$ cat config.mk
export PLATFORM = sky130hd
export DESIGN_NAME = uncached_store_queue
export DESIGN_NICKNAME = d
export VERILOG_FILES = /design/src/rtl/uncached_store_queue.sv
export SDC_FILE = /design/constraint.sdc
export NUM_CORES = 1
export LEC_CHECK = 0
export CORE_MARGIN = 8
export CORE_UTILIZATION = 50
export DETAILED_ROUTE_END_ITERATION = 6
export GPL_ROUTABILITY_DRIVEN = 0
export PLACE_DENSITY = 0.74
export SLEW_MARGIN = 20
export SYNTH_ARGS = -nofsm -noshare
export SYNTH_HDL_FRONTEND = slang
export SYNTH_SLANG_ARGS = --single-unit
$ cat constraint.sdc
create_clock -name i_clk -period 2.5 [get_ports i_clk]
set_input_delay 0.375 -clock i_clk [delete_from_list [all_inputs] [get_ports i_clk]]
set_output_delay 0.375 -clock i_clk [all_outputs]
set_load 0.005 [all_outputs]
$ cat src/rtl/uncached_store_queue.sv
// Program-ordered queue of uncached stores feeding mem_write as single-beat writes,
// with an in-flight address FIFO for load-after-store hazard checks and drain tracking.
// o_req packing (MSB..LSB): addr[31:0], len[7:0], size[2:0], wen[3:0].
module uncached_store_queue #(
  parameter int DEPTH          = 4,
  parameter int INFLIGHT_DEPTH = 4
) (
  input  logic        i_clk,
  input  logic        i_rst,
  input  logic        i_st_valid,
  output logic        o_st_ready,
  input  logic [31:0] i_st_addr,
  input  logic [31:0] i_st_data,
  input  logic [3:0]  i_st_wstrb,
  input  logic [2:0]  i_st_size,
  output logic        o_we,
  output logic [46:0] o_req,
  output logic [31:0] o_data,
  input  logic        i_sram_full,
  input  logic        i_sram_end,
  input  logic [31:0] i_ld_addr,
  output logic        o_ld_conflict,
  output logic        o_idle,
  output logic        o_underflow
);
  localparam int AW = $clog2(DEPTH);
  localparam int IW = $clog2(INFLIGHT_DEPTH);
  localparam logic [AW:0] Q_FULL  = DEPTH[AW:0];
  localparam logic [IW:0] IF_FULL = INFLIGHT_DEPTH[IW:0];

  logic [31:0]   q_addr  [DEPTH];
  logic [31:0]   q_data  [DEPTH];
  logic [3:0]    q_wstrb [DEPTH];
  logic [2:0]    q_size  [DEPTH];
  logic [AW-1:0] wr_ptr, rd_ptr;
  logic [AW:0]   count;

  logic [29:0]   if_addr [INFLIGHT_DEPTH];
  logic [IW-1:0] if_wr, if_rd;
  logic [IW:0]   if_count;

  logic          accept, issue, end_ok;
  logic [AW-1:0] q_off;
  logic [IW-1:0] f_off;
  logic          unused_ld_lsb;

  assign unused_ld_lsb = ^i_ld_addr[1:0];

  assign o_st_ready = (count != Q_FULL);
  assign accept     = i_st_valid && o_st_ready;
  assign end_ok     = i_sram_end && (if_count != '0);
  // A completion in this same cycle frees its slot for the issue decision.
  assign issue      = (count != '0) && !i_sram_full && !o_we &&
                      ((if_count != IF_FULL) || end_ok);
  assign o_idle     = (count == '0) && !o_we && (if_count == '0);

  always_comb begin
    o_ld_conflict = 1'b0;
    q_off         = '0;
    f_off         = '0;
    for (int i = 0; i < DEPTH; i++) begin
      q_off = AW'(i) - rd_ptr;
      if (({1'b0, q_off} < count) && (q_addr[i][31:2] == i_ld_addr[31:2]))
        o_ld_conflict = 1'b1;
    end
    for (int j = 0; j < INFLIGHT_DEPTH; j++) begin
      f_off = IW'(j) - if_rd;
      if (({1'b0, f_off} < if_count) && (if_addr[j] == i_ld_addr[31:2]))
        o_ld_conflict = 1'b1;
    end
  end

  // Storage arrays carry no reset; validity is defined by pointers and counts.
  always_ff @(posedge i_clk) begin
    if (accept) begin
      q_addr[wr_ptr]  <= i_st_addr;
      q_data[wr_ptr]  <= i_st_data;
      q_wstrb[wr_ptr] <= i_st_wstrb;
      q_size[wr_ptr]  <= i_st_size;
    end
    if (issue)
      if_addr[if_wr] <= q_addr[rd_ptr][31:2];
  end

  always_ff @(posedge i_clk) begin
    if (i_rst) begin
      wr_ptr      <= '0;
      rd_ptr      <= '0;
      count       <= '0;
      if_wr       <= '0;
      if_rd       <= '0;
      if_count    <= '0;
      o_we        <= 1'b0;
      o_req       <= '0;
      o_data      <= '0;
      o_underflow <= 1'b0;
    end else begin
      o_we <= issue;
      if (accept)
        wr_ptr <= wr_ptr + AW'(1);
      if (issue) begin
        rd_ptr <= rd_ptr + AW'(1);
        if_wr  <= if_wr + IW'(1);
        o_req  <= {q_addr[rd_ptr], 8'd0, q_size[rd_ptr], q_wstrb[rd_ptr]};
        o_data <= q_data[rd_ptr];
      end
      if (end_ok)
        if_rd <= if_rd + IW'(1);
      if (i_sram_end && (if_count == '0))
        o_underflow <= 1'b1;

      if (accept && !issue)
        count <= count + (AW+1)'(1);
      else if (!accept && issue)
        count <= count - (AW+1)'(1);

      if (issue && !end_ok)
        if_count <= if_count + (IW+1)'(1);
      else if (!issue && end_ok)
        if_count <= if_count - (IW+1)'(1);
    end
  end
endmodule

After elaboration in Yosys (flattened, before gate mapping)
Memory sizes are Yosys's and may differ from the RTL's. A register that Yosys moved wholly into a read port is not among the register bits. Index checks and enable logic that the tools add are counted.

Memories kept: 5. Input port bits: 108. Flip-flop bits (word level): 55. Memory bits (writable): 404. Output and inout bits: 84. Word-level logic and storage cells: 98.

Memory list: q_addr (depth 4, bits a word 32, rd ports 5, clocked after memory_dff 1, wr ports 1, line 31) `logic [31:0] q_addr [DEPTH];`; q_data (depth 4, bits a word 32, rd ports 1, clocked after memory_dff 1, wr ports 1, line 32) `logic [31:0] q_data [DEPTH];`; if_addr (depth 4, bits a word 30, rd ports 4, clocked after memory_dff 0, wr ports 1, line 38) `logic [29:0] if_addr [INFLIGHT_DEPTH];`; q_wstrb (depth 4, bits a word 4, rd ports 1, clocked after memory_dff 1, wr ports 1, line 33) `logic [3:0] q_wstrb [DEPTH];`; q_size (depth 4, bits a word 3, rd ports 1, clocked after memory_dff 1, wr ports 1, line 34) `logic [2:0] q_size [DEPTH];`.

$lt $le $gt $ge: 8. Equality and inequality tests: 10. Reductions and logical operators: 32. Add/subtract/negate cells: 16. Mux-type cells: 18.

Operators by type and width (number): $eq 30x30->1 (8); $lt 2x3->1 (8); $logic_and 1x1->1 (20); $mux 1 (12); $mux 3 (4); $add 2x1->2 const B (4); $sub 1x2->2 const A (4); $sub 2x2->2 const A (4); $add 3x1->3 const B (2); $logic_not 3->1 (2); $ne 3x3->1 const B (2); $reduce_bool 3->1 (2); $sub 3x1->3 const B (2); $logic_not 1->1 (5); $mux 2 (2); $reduce_bool 2->1 (2); $logic_or 1x1->1 (1).

Logic depth before layout (Yosys ltp)
Depth after elaboration: 11. Mapped depth: 11. Mapped depth without buffers: 10.

Least setup slack after synthesis
No wires, ideal clock.

Path type: register -> register. Start: register count[2]. End: memory q_addr[0][0], enable pin. Arrival time: 2.372 ns. Cell stages (with the launch flop): 4. Clock period less this slack: 2.810 ns. Library setup time: 0.437 ns. Required time: 2.063 ns. Path buffers: 0. Slack: -0.310 ns. Path through: dfxtp_1 > inv_1 > or3_1 > and3_1.

Cells in the longest elaborated chain, start to end: 4.

RTL lines: start, declared (line 36) `logic [AW:0] count;`; start signal, assigned (line 113) `count <= count + (AW+1)'(1);`; start signal, assigned (line 115) `count <= count - (AW+1)'(1);`; $ne 3x3->1 (line 49) `assign o_st_ready = (count != Q_FULL);`; net o_st_ready (line 11) `output logic o_st_ready,`; $logic_and 1x1->1 (line 50) `assign accept = i_st_valid && o_st_ready;`; $mux 1 (line 75) `if (accept) begin`; $mux 1 (implied by the code) (line 76) `q_addr[wr_ptr] <= i_st_addr;`; end, declared (line 31).

The timed path passes the listed nets, and every way through them passes these cells.

==> flow_metrics.tcl <==
set metrics [dict create \
    drt_first_pass_iters 5 \
    netSwitchingPower_mw 7.10 \
    p_comb_frac 0.259 \
    rsz0062_at_grt "yes" \
    async_reset_ff_frac 0 \
    period_share 1.23 \
    syn_avg_cell_area_sq_um 15.6 \
    final_common_cell "edfxtp_1" \
    cts_sinks 493 \
    reg2reg_slack_ns 0.11 \
    remaining_drc_errors 0 \
    final_cell_mix "edfxtp_1 (404), clkdlybuf4s50_1 (178), nand2_1 (148), xor2_1 (145), buf_4 (124)" \
    p_int_mw 17.5 \
    skew_ns 0.0218 \
    ys.flop_type "edfxtp_1" \
    cp.required_ns 2.12 \
    slew_viol_final 0 \
    power_frac_seq 0.450 \
    cp-start-kind "flop" \
    ctsRootBufferMaster "clkbuf_16" \
    grt_pass1_vias 12500 \
    finalCriticalPeriod_ns 3.08 \
    cts_buffers 49 \
    fp-row-count 73 \
    yosys_warnings 0 \
    antenna_found_initial 8 \
    ir_drop_v 0.000633 \
    port-buffer-count 181 \
    synth.top_cell.area_share 0.599 \
    nNetsFinal 1717 \
    drtAntennaViolNets 0 \
    worstPathCellList "xor2_1 > nor4_2 > nand4_1 > nor4_2 > buf_4 > a31oi_1 > nand4_1 > buf_2" \
    coreArea_sq_um 39800 \
    grt_first_pass_wirelength_mm 77.3 \
    cts_tree "done" \
    synth_area_sq_um 20300 \
    viasPerCell 5.57 \
    io_pins 192 \
    powerDensity_nw_per_um2 975 \
    clkPwrFrac 0.290 \
    power_leakage_nw 8.43 \
    violations "negative setup slack" \
    worst_pin_slew_ns 0.816 \
    drive_gt1_frac 0.189 \
    setup_ws_ns -0.581 \
    critPathBufInv 2 \
    path_max_fanout 2 \
    drtIter0Drc 993 \
    syn2layout_area_growth_pct 24.5 \
    overflow 0 \
    criticalPathCategory "flop to output port" \
    clk_path_buf_depth 3 \
    critPathCaptureType "output port" \
    max_cap_viol_count 0 \
    cts_setup_buffers 0 \
    track_usage 0.218 \
    finalSetupViolations 1 \
    place_hpwl_mm 36.8 \
    crit_path_top_delay_cell "nor4_2" \
    ys_seq_area_frac 0.687 \
    clk_latency_ns 0.60 \
    netlist.top_cell.by_area "edfxtp_1" \
    drt_wl_total_mm 52.2 \
    synth_top_cells_by_area "edfxtp_1 (60%), dfxtp_1 (8.8%), mux4_2 (7.9%), xor2_1 (6.3%), xnor2_1 (4.6%)" \
    start_util 0.509 \
    dieArea_sq_um 47200 \
    power_mw 24.6 \
    synth-edff-count 404 \
    htree_levels 2 \
    clk_pin_slew_ns 0.06 \
    critPathTopFamily "simple AND/OR/NAND/NOR gates" \
    place_ws_ns -0.917 \
    status "finished with violations" \
    hold_violations 0 \
    synth_cell_type_count 33 \
    clock.fmax_mhz 325 \
    max_slew_margin 0.456 \
    switching_share 0.289 \
    route.vias.total 12000 \
    ys_seq_elements 493 \
    hold_path_class "input pin to flop" \
    cp_slowest_stage_delay_ns 0.42 \
    dieHeight_um 217 \
    synthCells 1295 \
    worst_ep_arrival_time_ns 2.71 \
    die_w_um 217 \
    avgRoutedWirePerCell_um 24.2 \
    grt_max_degree 64 \
]
## power by group through the flow
stage / combinational (mW) / clock [mW] / sequential, mW
final: 6.38 / 7.14 / 11.1
after global routing: 6.88 / 7.55 / 11.2
after CTS: 6.37 / 7.23 / 11.1
after detailed placement: 6.26 / 0 / 11.2
after global placement: 6.18 / 0 / 11.2
after floorplan: 3.55 / 0 / 11.1
## routing by layer
layer,vias up,wire [um],track usage,share of wire
li1,5348,-,-,-
met1,6024,20400,0.276,0.39
met2,523,25000,0.349,0.48
met3,110,5170,0.0734,0.099
met4,10,1610,0.0755,0.031
met5,-,63,0,0.0012
## state kept, by name (all words and copies together) (netlist names), named ones only
register and flops:
o_data 32, if_rd 2, count 3, if_count 3
q_size 12, wr_ptr 2, q_addr 128, if_addr 120
if_wr 2, o_underflow 1, rd_ptr 2, o_we 1
q_wstrb 16, q_data 128, o_req 39
## synthesized netlist by cell type (3+ instances only)
master     number
nor3_1          4
xnor2_1       107
a31oi_1         3
and2_1          5
buf_4          23
or3_1           4
mux2i_1         3
buf_1           3
xor2_1        145
edfxtp_1      404
mux4_2         71
clkbuf_1       16
and3_1          4
buf_2          39
inv_1          16
ha_1           18
nor2_1         16
dfxtp_1        89
nand3_1         3
a21oi_1        85
nand4_1        35
nor4_1         37
nand2_1       148
a2111oi_0       6
## cells by family after synthesis
logic type               share of synthesized area
flip-flops                                   0.687
AND/OR/NAND/NOR                             0.0597
XOR/XNOR                                     0.109
buffers and inverters                       0.0257
AO/OA/AOI/OAI                               0.0250
multiplexers                                0.0804
adder cells (fa/ha/maj)                     0.0131
other                                     0.000185
## cell type report
| cell class | count | area [sq um] |
|---|---|---|
| Multi-Input combinational cell | 709 | 5990 |
| Sequential cell | 493 | 13900 |
| Fill cell | 2912 | 14600 |
| Antenna cell | 4 | 10.0 |
| Clock buffer | 73 | 1390 |
| Tap cell | 525 | 657 |
| Timing Repair Buffer | 318 | 3000 |
| Inverter | 18 | 75.1 |
| Clock inverter | 18 | 169 |
## final timing paths
check,start,to,depth (start not counted)
worst max-delay path,q_addr[1][16],o_ld_conflict,8
worst min-delay path,i_rst,if_count[1],2
worst max register to register,if_count[0],count[2],10
worst min register to register,o_req[4],o_req[4],2
## worst register-to-register path, stage by stage, from the launching register on
cell,delay (ns)
dfxtp_1,0.31
buf_4,0.17
nor4_4,0.28
or4_4,0.20
buf_4,0.12
ha_4,0.13
inv_1,0.05
fa_1,0.37
xor2_1,0.18
or3_1,0.39
a21oi_2,0.13
## metrics by stage
step / hold slack, ns / TNS, ns / instance area (sq um) / utilization / std cells
floorplan: 0.453 / 0 / 20300 / - / 1302
global placement: 0.442 / -16.14 / 23500 / 0.590 / 2063
detailed placement: 0.446 / -20.24 / 23500 / 0.590 / 2063
CTS: 0.247 / -0.750 / 25200 / 0.632 / 2154
global route: 0.271 / -0.719 / 25200 / 0.633 / 2156
finish: 0.278 / -0.581 / 25200 / 0.633 / 2158
## repair_timing
action,in CTS,in global routing
setup endpoints to repair,4,5
pin swaps,6,10
gates resized for setup,22,15
endpoints found under the hold margin,0,0
hold buffers,0,0
(Power assumes the default switching activity.)
